==> config.mk <==
export PLATFORM = sky130hd
export DESIGN_NAME = vga_blank_arbiter
export DESIGN_NICKNAME = d
export VERILOG_FILES = /design/src/rtl/vga_blank_arbiter.sv
export SDC_FILE = /design/constraint.sdc
export NUM_CORES = 1
export LEC_CHECK = 0
export CAP_MARGIN = 20
export CORE_AREA = 4 4 59 61
export CTS_CLUSTER_DIAMETER = 80
export CTS_CLUSTER_SIZE = 30
export DETAILED_ROUTE_END_ITERATION = 10
export DIE_AREA = 0 0 63 65
export PLACE_DENSITY = 0.77
export REMOVE_ABC_BUFFERS = 1
export SLEW_MARGIN = 5
export SYNTH_ARGS = -nofsm -noshare
export SYNTH_HDL_FRONTEND = slang
export SYNTH_SLANG_ARGS = --single-unit
==> constraint.sdc <==
create_clock -name clk -period 3.45 [get_ports clk]
set_input_delay 0.69 -clock clk [delete_from_list [all_inputs] [get_ports clk]]
set_output_delay 0.69 -clock clk [all_outputs]
set_load 0.05 [all_outputs]
==> src/rtl/vga_blank_arbiter.sv <==
// Purpose : round-robin arbiter that shares the tile/colour memory write port during vertical blanking only.
// Latency : req in an open window -> registered grant on the next clock; exactly one dead cycle between owners.
// Backpressure: requests outside the window or over the per-frame budget simply wait; a grant is revoked when the window closes.
//
// Ports:
//   clk          pixel clock
//   reset        asynchronous, active-high reset
//   cnt_h/cnt_v  frame position from the VGA controller
//   req          per-requester level request, held high for the whole transaction
//   grant        one-hot registered grant
//   grant_id     index of the granted requester (meaningful while grant != 0)
//   window_open  registered blanking-window flag (lags the counters by one cycle)
//   preempt      one-cycle pulse when a grant is cut by the window closing
//   frame_tick   one-cycle pulse after cnt_v == 0 && cnt_h == 0
//   grants_used  grants issued in the current frame, saturating at MAX_GRANTS
module vga_blank_arbiter #(
   parameter int N           = 3,
   parameter int H_TOTAL     = 1056,
   parameter int V_VISIBLE   = 600,
   parameter int V_TOTAL     = 628,
   parameter int GUARD_LINES = 2,
   parameter int MAX_GRANTS  = 4
) (
   input  logic         clk,
   input  logic         reset,
   input  logic [10:0]  cnt_h,
   input  logic [9:0]   cnt_v,
   input  logic [N-1:0] req,
   output logic [N-1:0] grant,
   output logic [2:0]   grant_id,
   output logic         window_open,
   output logic         preempt,
   output logic         frame_tick,
   output logic [3:0]   grants_used
);

   // Elaboration-time sanity check on the configuration.
   if (N < 2 || N > 8 || MAX_GRANTS < 1 || MAX_GRANTS > 15 || H_TOTAL < 1 ||
       V_VISIBLE >= V_TOTAL - GUARD_LINES) begin : g_bad_params
      $error("vga_blank_arbiter: illegal parameter set");
   end

   localparam logic [9:0] V_LO  = 10'(V_VISIBLE);
   localparam logic [9:0] V_HI  = 10'(V_TOTAL - GUARD_LINES);
   localparam logic [3:0] MAX_G = 4'(MAX_GRANTS);
   localparam logic [3:0] N_W   = 4'(N);
   localparam logic [2:0] LAST  = 3'(N - 1);

   typedef enum logic [1:0] {IDLE, GRANT, GAP} state_t;

   state_t       state, state_nxt;
   logic [2:0]   ptr, ptr_nxt;
   logic [N-1:0] grant_nxt;
   logic [2:0]   grant_id_nxt;
   logic         preempt_nxt;
   logic         issue;

   logic         win_c;
   logic         frame_start;
   logic         found;
   logic [2:0]   pick;
   logic [3:0]   idx;

   assign win_c       = (cnt_v >= V_LO) && (cnt_v < V_HI);
   assign frame_start = (cnt_v == 10'd0) && (cnt_h == 11'd0);

   // Round-robin search: first live request at or after ptr, wrapping at N.
   always_comb begin
      found = 1'b0;
      pick  = ptr;
      idx   = 4'd0;
      for (int i = 0; i < N; i++) begin
         idx = 4'(ptr) + 4'(i);
         if (idx >= N_W) idx = idx - N_W;
         if (!found && req[idx[2:0]]) begin
            found = 1'b1;
            pick  = idx[2:0];
         end
      end
   end

   always_comb begin
      state_nxt    = state;
      grant_nxt    = grant;
      grant_id_nxt = grant_id;
      preempt_nxt  = 1'b0;
      issue        = 1'b0;
      ptr_nxt      = ptr;
      case (state)
         // GAP is the single dead cycle on the memory mux (grant already 0).
         // It arbitrates like IDLE so the next owner follows right after it.
         IDLE, GAP: begin
            state_nxt = IDLE;
            if (win_c && found && (grants_used < MAX_G)) begin
               issue           = 1'b1;
               grant_nxt       = '0;
               grant_nxt[pick] = 1'b1;
               grant_id_nxt    = pick;
               ptr_nxt         = (pick == LAST) ? 3'd0 : pick + 3'd1;
               state_nxt       = GRANT;
            end
         end
         GRANT: begin
            // A release wins over a simultaneous window close: no preempt pulse.
            if (!req[grant_id]) begin
               grant_nxt = '0;
               state_nxt = GAP;
            end else if (!win_c) begin
               grant_nxt   = '0;
               preempt_nxt = 1'b1;
               state_nxt   = GAP;
            end
         end
         default: begin
            grant_nxt = '0;
            state_nxt = IDLE;
         end
      endcase
   end

   always_ff @(posedge clk or posedge reset) begin
      if (reset) begin
         state       <= IDLE;
         ptr         <= 3'd0;
         grant       <= '0;
         grant_id    <= 3'd0;
         preempt     <= 1'b0;
         window_open <= 1'b0;
         frame_tick  <= 1'b0;
         grants_used <= 4'd0;
      end else begin
         state       <= state_nxt;
         ptr         <= ptr_nxt;
         grant       <= grant_nxt;
         grant_id    <= grant_id_nxt;
         preempt     <= preempt_nxt;
         window_open <= win_c;
         frame_tick  <= frame_start;
         // Frame start clears the budget; a grant issued in that same cycle
         // still counts against the new frame.
         if (frame_start)
            grants_used <= issue ? 4'd1 : 4'd0;
         else if (issue)
            grants_used <= grants_used + 4'd1;
      end
   end

endmodule

# After elaboration in Yosys (flattened, before gate mapping)
# Index checks and enable logic that the tools add are counted.
# totals
reg_bits,18
inputBits,26
output_inout_bits,13
wordCells,84
# op_classes
n_addsub,7
n_lt_le_gt_ge,12
eq_ne,5
mux,36
n_reduce_logical,16
# op_table
cell,count
$mux W3,10
$lt A3 B3 Y1 const B,5
$mux W1,15
$logic_not A11 Y1,1
$ge A10 B10 Y1 const B,1
$logic_not A10 Y1,1
$lt A10 B10 Y1 const B,1
$sub A3 B2 Y3 const B,3
$bmux W1 S2,4
$ge A4 B2 Y1 const B,2
$mux W4,2
$logic_and A1 B1 Y1,7
$pmux W3 S2,1
$add A3 B1 Y4 const B,1
$add A3 B2 Y4 const B,1
$add A4 B1 Y4 const B,1
$lt A4 B3 Y1 const B,1
$mux W2,2
$pmux W2 S2,1
$reduce_and A2 Y1,2
$add A3 B1 Y3 const B,1
$eq A3 B2 Y1 const B,1
$ge A3 B1 Y1 const B,1
$ge A3 B2 Y1 const B,1
9 further kinds,10

# Longest topological paths before layout
# logic_depth
ltp_word,17
ltp_mapped,13
ltp_nobuf,10

# Worst setup path after synthesis
# OpenSTA, ideal clock, no wires.
# synth_path
kind,register to register
from,register ptr[1]
to,register grant[0]
setup_ps,78
t_arrival_ps,2838
required_time_ps,3372
setup_slack_ps,534
stages_incl_launch_ff,12
n_path_buf,1
synth_period_minus_slack_ps,2916
cell_sequence,dfrtp_1 -> ha_1 -> ha_1 -> nor2b_1 -> nor2_1 -> nor2_1 -> a221oi_4 -> or3_4 -> or3b_1 -> buf_2 -> or3b_1 -> o2bb2ai_1
# synth_via
elab_chain_cells,17
word_cells_on_any_way,38
classes_between,add/sub (5); order compare (5); eq/ne (1); mux (19); reduce/logical (8)
# synth_rtl
item,line_no,text
from (decl),52,"logic [2:0] ptr, ptr_nxt;"
from (signal assigned),133,ptr <= ptr_nxt;
branches (longest 17 deep; another with $add A3 B1 Y4),n/a,
to (signal assigned),134,grant <= grant_nxt;
to (decl),29,"output logic [N-1:0] grant,"
# Parallel ways; which one is timed is not known. The select of a mux whose other input is x is not followed.
# A chain may end at the register's enable or synchronous reset.

# Final worst setup path
# layout_path
from,register ptr[0]
to,register grant[0]
# Same word-level chain as after synthesis.

==> summary by stage <==
Cells and area
The number of fill cells in the layout is 269. The signed area change from the synthesized netlist to the final layout is 34.7%. The library cells used most frequently in the layout, excluding fill and tap cells, are 38 x clkdlybuf4s50_1, 18 x dfrtp_1, 14 x nand2_1.

The final net count is 228. Once layout is done, the placed cells without fillers occupy 1820 sq um. The number of antenna diodes in the final layout is 0.

Once layout is complete, the utilization of the core stands at 61.1%. Of the cells placed in the final design, the portion with a size suffix greater than 1 is 9.38%. The library cell used most frequently in the layout, excluding fill and tap cells, is clkdlybuf4s50_1.

CTS
The clock-pin slew on the worst setup and hold paths is 0.09 ns. TritonCTS built the clock tree. The insertion delay of the later-clocked pin in the worst-skew pair is 0.28 ns.

In this run the number of H-tree levels came out at 1. The clock root buffer master is clkbuf_4. The clock net sink count is 18. The post-cts gate resize count is 0. In this run the deepest clock path goes through 2 buffers. After clock tree synthesis, the setup repair step added 0 buffers. The CTS buffer count is 3.

The count of hold-fix buffers inserted at cts is 0.

Routing
After detailed routing, the number of vias per cell comes to 5.64. The total routed wirelength is 3560 um. The number of remaining DRC errors is 0. The routed length on met3 is 140 um. The via count of the routed design is 1,268. In the final routing, the length of wire on met1 measures 1550 um. In this run the remaining antenna-violating nets after routing total 0. In the final routed layout, each cell accounts on average for 15.8 um.

The top routing layer in use is met4. The first detailed-routing pass took 4 iterations. Wire segments on met2 add up to 1850 um in the final route. After the first detailed-routing iteration, the DRC count stood at 90.

Power and ir drop
Registers are responsible for 20.3% of the overall power. The internal power is 0.836 mW. In this run the static leakage power is 0.813 nW. The peak supply drop is 0.645 mV. The clock network burns 5.8% of the power. The relative contribution of combinational cells to total power is 73.9%. The power density normalized to cell area is 936 nW/um^2.

The switching power share of the total is 50.9%. The switching power is 0.868 mW.

STA
The count of final hold-check violations is 0. The setup-violating endpoint count in the final report is 0. The worst setup skew after layout is 0.00195 ns.

Dividing the final minimum period by the clock period gives 93.2%. For the finished layout, the period the worst path requires is 3.21 ns. The number of max-slew violations in the final report was 0. Setup repair after global routing left no endpoint under its margin. Measured against its own limit, the worst slew margin works out to 56.3%. The setup TNS after final layout is 0 ns. For the pin with the worst max-slew slack, the measured transition is 0.655 ns. The upper clock frequency limit is 311 MHz.

Setup path
Counting both buffers and inverters, the worst setup path holds a total of 0. The signal on the critical path passes through ha_1 -> ha_1 -> a211o_1 -> mux2i_1 -> nor3b_1 -> nand2b_2 -> or3_4 -> or3b_1 -> or3b_1 -> o2bb2ai_1. The endpoint required time on the critical path is 3.66 ns. The endpoint of the worst-slack reg-to-reg timing path is grant[0]$_DFFE_PP0P_. In this run the worst path has a maximum fanout of 8. The kind of launch point of the worst setup path is a flop. Data on the critical path arrives at its endpoint at 3.42 ns. The critical path in this run is classified as reg -> reg.

The setup check on the worst reg-to-reg path leaves a slack of 0.24 ns. The endpoint class of the critical path is a flop. The critical path's slowest cell is dfrtp_1. The startpoint identified for the worst register-to-register timing path is ptr[0]$_DFFE_PP0P_. Measured in cells, the most critical reg-to-reg path has a length of 10. The critical path crosses 10 cells after its start point.

The largest stage delay on the critical path is 0.48 ns. The critical path's top delay family is simple AND/OR/NAND/NOR gates.

Min path
The worst hold path begins at grant[1]$_DFFE_PP0P_. The hold-critical path endpoint is grant[1]$_DFFE_PP0P_. The number of cells traversed by the worst hold path is 1. The min-delay analysis places its worst path in the category reg -> reg.

Floorplan
The area of the die is 4100 sq um. The initial utilization of the core area, before any placement, comes to 45.4%. The initialized floorplan defines 20 standard-cell rows. The total core area is 2980 sq um.

Measured along the y axis, the die boundary spans 65 um. The horizontal extent of the die is 63 um. The I/O pin total is 39.

Global route
The via count of the first global-routing pass is 1,271. Global routing used 17.8% of the available tracks. Entering global routing, the biggest net connects 19 pins. The initial antenna violation count is 0.

The first global-routing pass estimated 5900 um of wire. Summed over all layers, the global routing overflow is 0.

Yosys
Sequential elements use 33.3% of the synthesized area. The synthesized design contains 0 enable-type register cells. The cell area after synthesis is 1350 sq um. The average size of a mapped cell is 9.13 sq um. After synthesis the netlist holds a flip-flop and latch count of 18. The proportion of synthesized flip-flops having asynchronous set or reset is 100%. The synthesis warning total is 0. The commonest register cell after synthesis is dfrtp_1. The number of distinct library cells after synthesis is 49.

The instance count of the mapped netlist is 148.

Placed design
The wire-length estimate of the detail-placed layout is 2920 um. The placed instances occupy a cell area of 1800 sq um. The final RePlAce weighted congestion is 0.962. Buffers placed on the I/O ports in this run total 38.

Run
Max-cap violations in this run came to 0.

Status
The flow ran to the end, and the final reports show no timing, DRC or antenna violations.
==> kinds of logic after synthesis <==
kind of cell | count (synthesis) | synth area share, %
fa+ha+maj | 8 | 7.41
buf+inv | 14 | 4.54
flops | 18 | 33.3
mux | 6 | 4.44
xor+xnor | 4 | 2.59
compound gates | 32 | 20.1
simple gates | 66 | 27.6
==> sequential cells by signal (all words and copies together) (netlist names) <==
register     count
grants_used      4
grant_id         3
preempt          1
ptr              3
grant            3
window_open      1
frame_tick       1
state            2
==> synth_stat cells (3+ instances only) <==
| library cell | number | area [sq um] |
|---|---|---|
| a21oi_1 | 4 | 20.0 |
| o21ai_0 | 6 | 30.0 |
| nor4_1 | 4 | 25.0 |
| mux2i_1 | 6 | 60.1 |
| nand2_1 | 14 | 52.6 |
| nor2_1 | 12 | 45.0 |
| nand2b_1 | 5 | 31.3 |
| o21ai_1 | 3 | 15.0 |
| or3b_1 | 3 | 26.3 |
| nor3_1 | 6 | 30.0 |
| inv_1 | 10 | 37.5 |
| a211o_1 | 3 | 26.3 |
| xnor2_1 | 3 | 26.3 |
| ha_1 | 8 | 100 |
| dfrtp_1 | 18 | 450 |
| nor2b_1 | 4 | 25.0 |
==> metrics by stage <==
step	setup slack (ns)	cells	power, mW	hold slack [ns]
finish	0.236	225	1.70	0.497
floorplan	0.454	145	1.26	0.495
global route	0.0922	225	1.83	0.541
CTS	0.244	225	1.70	0.506
global placement	0.260	222	1.57	0.500
detailed placement	0.160	222	1.59	0.481
==> area by class of cell <==
type	count	area (sq um)	share of cell area, %
multi-input cells	116	840	46.1
repair buffers	44	425	23.4
clock buffers	3	22.5	1.24
well taps	33	41.3	2.27
flip-flops and latches	18	450	24.7
inverters	11	41.3	2.27
==> power by group through the flow <==
stage,sequential (mW),combinational [mW],clock [mW]
2_1_floorplan,0.492,0.764,0
3_3_place_gp,0.347,1.23,0
3_5_place_dp,0.349,1.25,0
4_1_cts,0.345,1.25,0.102
5_1_grt,0.358,1.36,0.112
6_report,0.346,1.26,0.0989
==> routing by layer <==
layer	global-route usage (%)	up-vias
met4	4.96	0
met2	31.1	32
met1	22.7	603
li1	-	629
met3	2.77	4
met5	0	-
==> worst max-delay path by stage <==
stage                            start                    to
floorplan           ptr[0]$_DFFE_PP0P_  grant[0]$_DFFE_PP0P_
global placement                req[1]    ptr[0]$_DFFE_PP0P_
detailed placement              req[1]    ptr[0]$_DFFE_PP0P_
CTS                 ptr[0]$_DFFE_PP0P_  grant[0]$_DFFE_PP0P_
global route        ptr[2]$_DFFE_PP0P_  grant[1]$_DFFE_PP0P_
finish              ptr[0]$_DFFE_PP0P_  grant[0]$_DFFE_PP0P_
(Power assumes the default switching activity.)
==> RTL edit (config.mk and constraints unchanged) <==
Re-encode `state_t` (3 states) as one-hot, 3 bits wide.
--- a/src/rtl/vga_blank_arbiter.sv
+++ b/src/rtl/vga_blank_arbiter.sv
@@ -47,5 +47,5 @@
    localparam logic [2:0] LAST  = 3'(N - 1);
 
-   typedef enum logic [1:0] {IDLE, GRANT, GAP} state_t;
+   typedef enum logic [2:0] {IDLE = 3'b001, GRANT = 3'b010, GAP = 3'b100} state_t;
 
    state_t       state, state_nxt;
Behaviour: no difference found for any inputs over 10 cycles, from zero or initial values and one cycle with reset high; not proved beyond that.
==> RTL edit against the original RTL <==
Routed wire length rose by 7.2%. Sequential power is 2% higher. Area after synthesis is 8.5% higher. Cell area is 4.6% higher. Power up 12%. Setup slack gained 0.26 ns. Sequential cell count rose by 1. Largest cell class unchanged.
==> RTL edit: results (changes against the original RTL) <==
stage,metric,value,unit,change
timing,hold_slack,0.521,ns,+0.0239 ns
synthesis,synth_common_cells,"dfrtp_1 (18), nand2_1 (12), nor2_1 (12)",,
final_layout,buf_share,0.208,,-0.0261
clock_network,worstSkewPairLatency,0.31,ns,+0.03 ns
synthesis,ys_seq_area_frac,0.325,,-0.00825
synthesis,synth_cell_types,57,,+16%
pwr,peakVddDrop,0.494,mV,-23%
status,status,finished clean,,
synthesis,synth_mux_area_frac,0.0316,,-0.0129
drt,wl_met2,1.98,mm,+7.0%
worst_hold_path,hold_path_startpoint,grant_id[2],,
final_layout,drive_above_1_share,0.119,,+0.0251
final_layout,seq_share,0.250,,+0.00291
synthesis,synth_seq_cells,19,,+1
timing,finClkSkew,0.00954,ns,+0.00759 ns
global_route,use_met3,0.0347,,+0.00693
global_route,grt_pass1_vias,1469,,+16%
synthesis,synth_fa_ha_area_frac,0.0683,,-0.00581
setup_path,critPathMaxStageDelay,0.40,ns,-0.08 ns
global_route,grt_pass1_wl,6.47,mm,+9.7%
setup_path,critPathMaxFanout,14,,+6
global_route,grt_util_met2,0.374,,+0.0632
final_layout,multi_input_area,922,µm²,+9.8%
drt,wl_met3,255,µm,+82%
global_route,track_usage,0.199,,+0.0215
worst_hold_path,min_path_cells,2,,+1
setup_path,cp.arrival,3.17,ns,-0.25 ns
placement,post-dp-hpwl,3.10,mm,+6.0%
clock_network,clk_pin_slew,0.12,ns,+0.03 ns
synthesis,synth.area.top_cells,"dfrtp_1 (31%), ha_1 (6.8%), a21oi_1 (3.4%)",,
synthesis,synth_compound_area_frac,0.271,,+0.0704
timing,fin_crit,2.95,ns,-0.259 ns
global_route,use_met1,0.213,,-0.0139
timing,tightest_slew,0.707,ns,+0.0524 ns
==> RTL edit: changes by cell type in the layout (fill, tap and decap cells not counted), sizes merged, moves of 3 or more <==
| cell | change |
|---|---|
| o32ai | +3 |
| o211ai | +6 |
| buf | -4 |
| a21oi | +6 |
| mux2i | -4 |
| o21a | +4 |
==> RTL edit: where the power goes <==
part | internal (mW) | switching (mW)
logic | 0.581 | 0.858
registers | 0.283 | 0.0715
clock network | 0.0434 | 0.0744
total | 0.907 | 1.00
==> RTL edit: stage by stage <==
stage / cells / utilization / setup slack (ns) / area (µm²)
floorplan: 158 / - / 0.743 / 1440
global placement: 231 / 0.630 / 0.419 / 1880
detailed placement: 231 / 0.630 / 0.378 / 1880
CTS: 235 / 0.639 / 0.494 / 1900
global route: 235 / 0.639 / 0.330 / 1900
finish: 235 / 0.639 / 0.496 / 1900
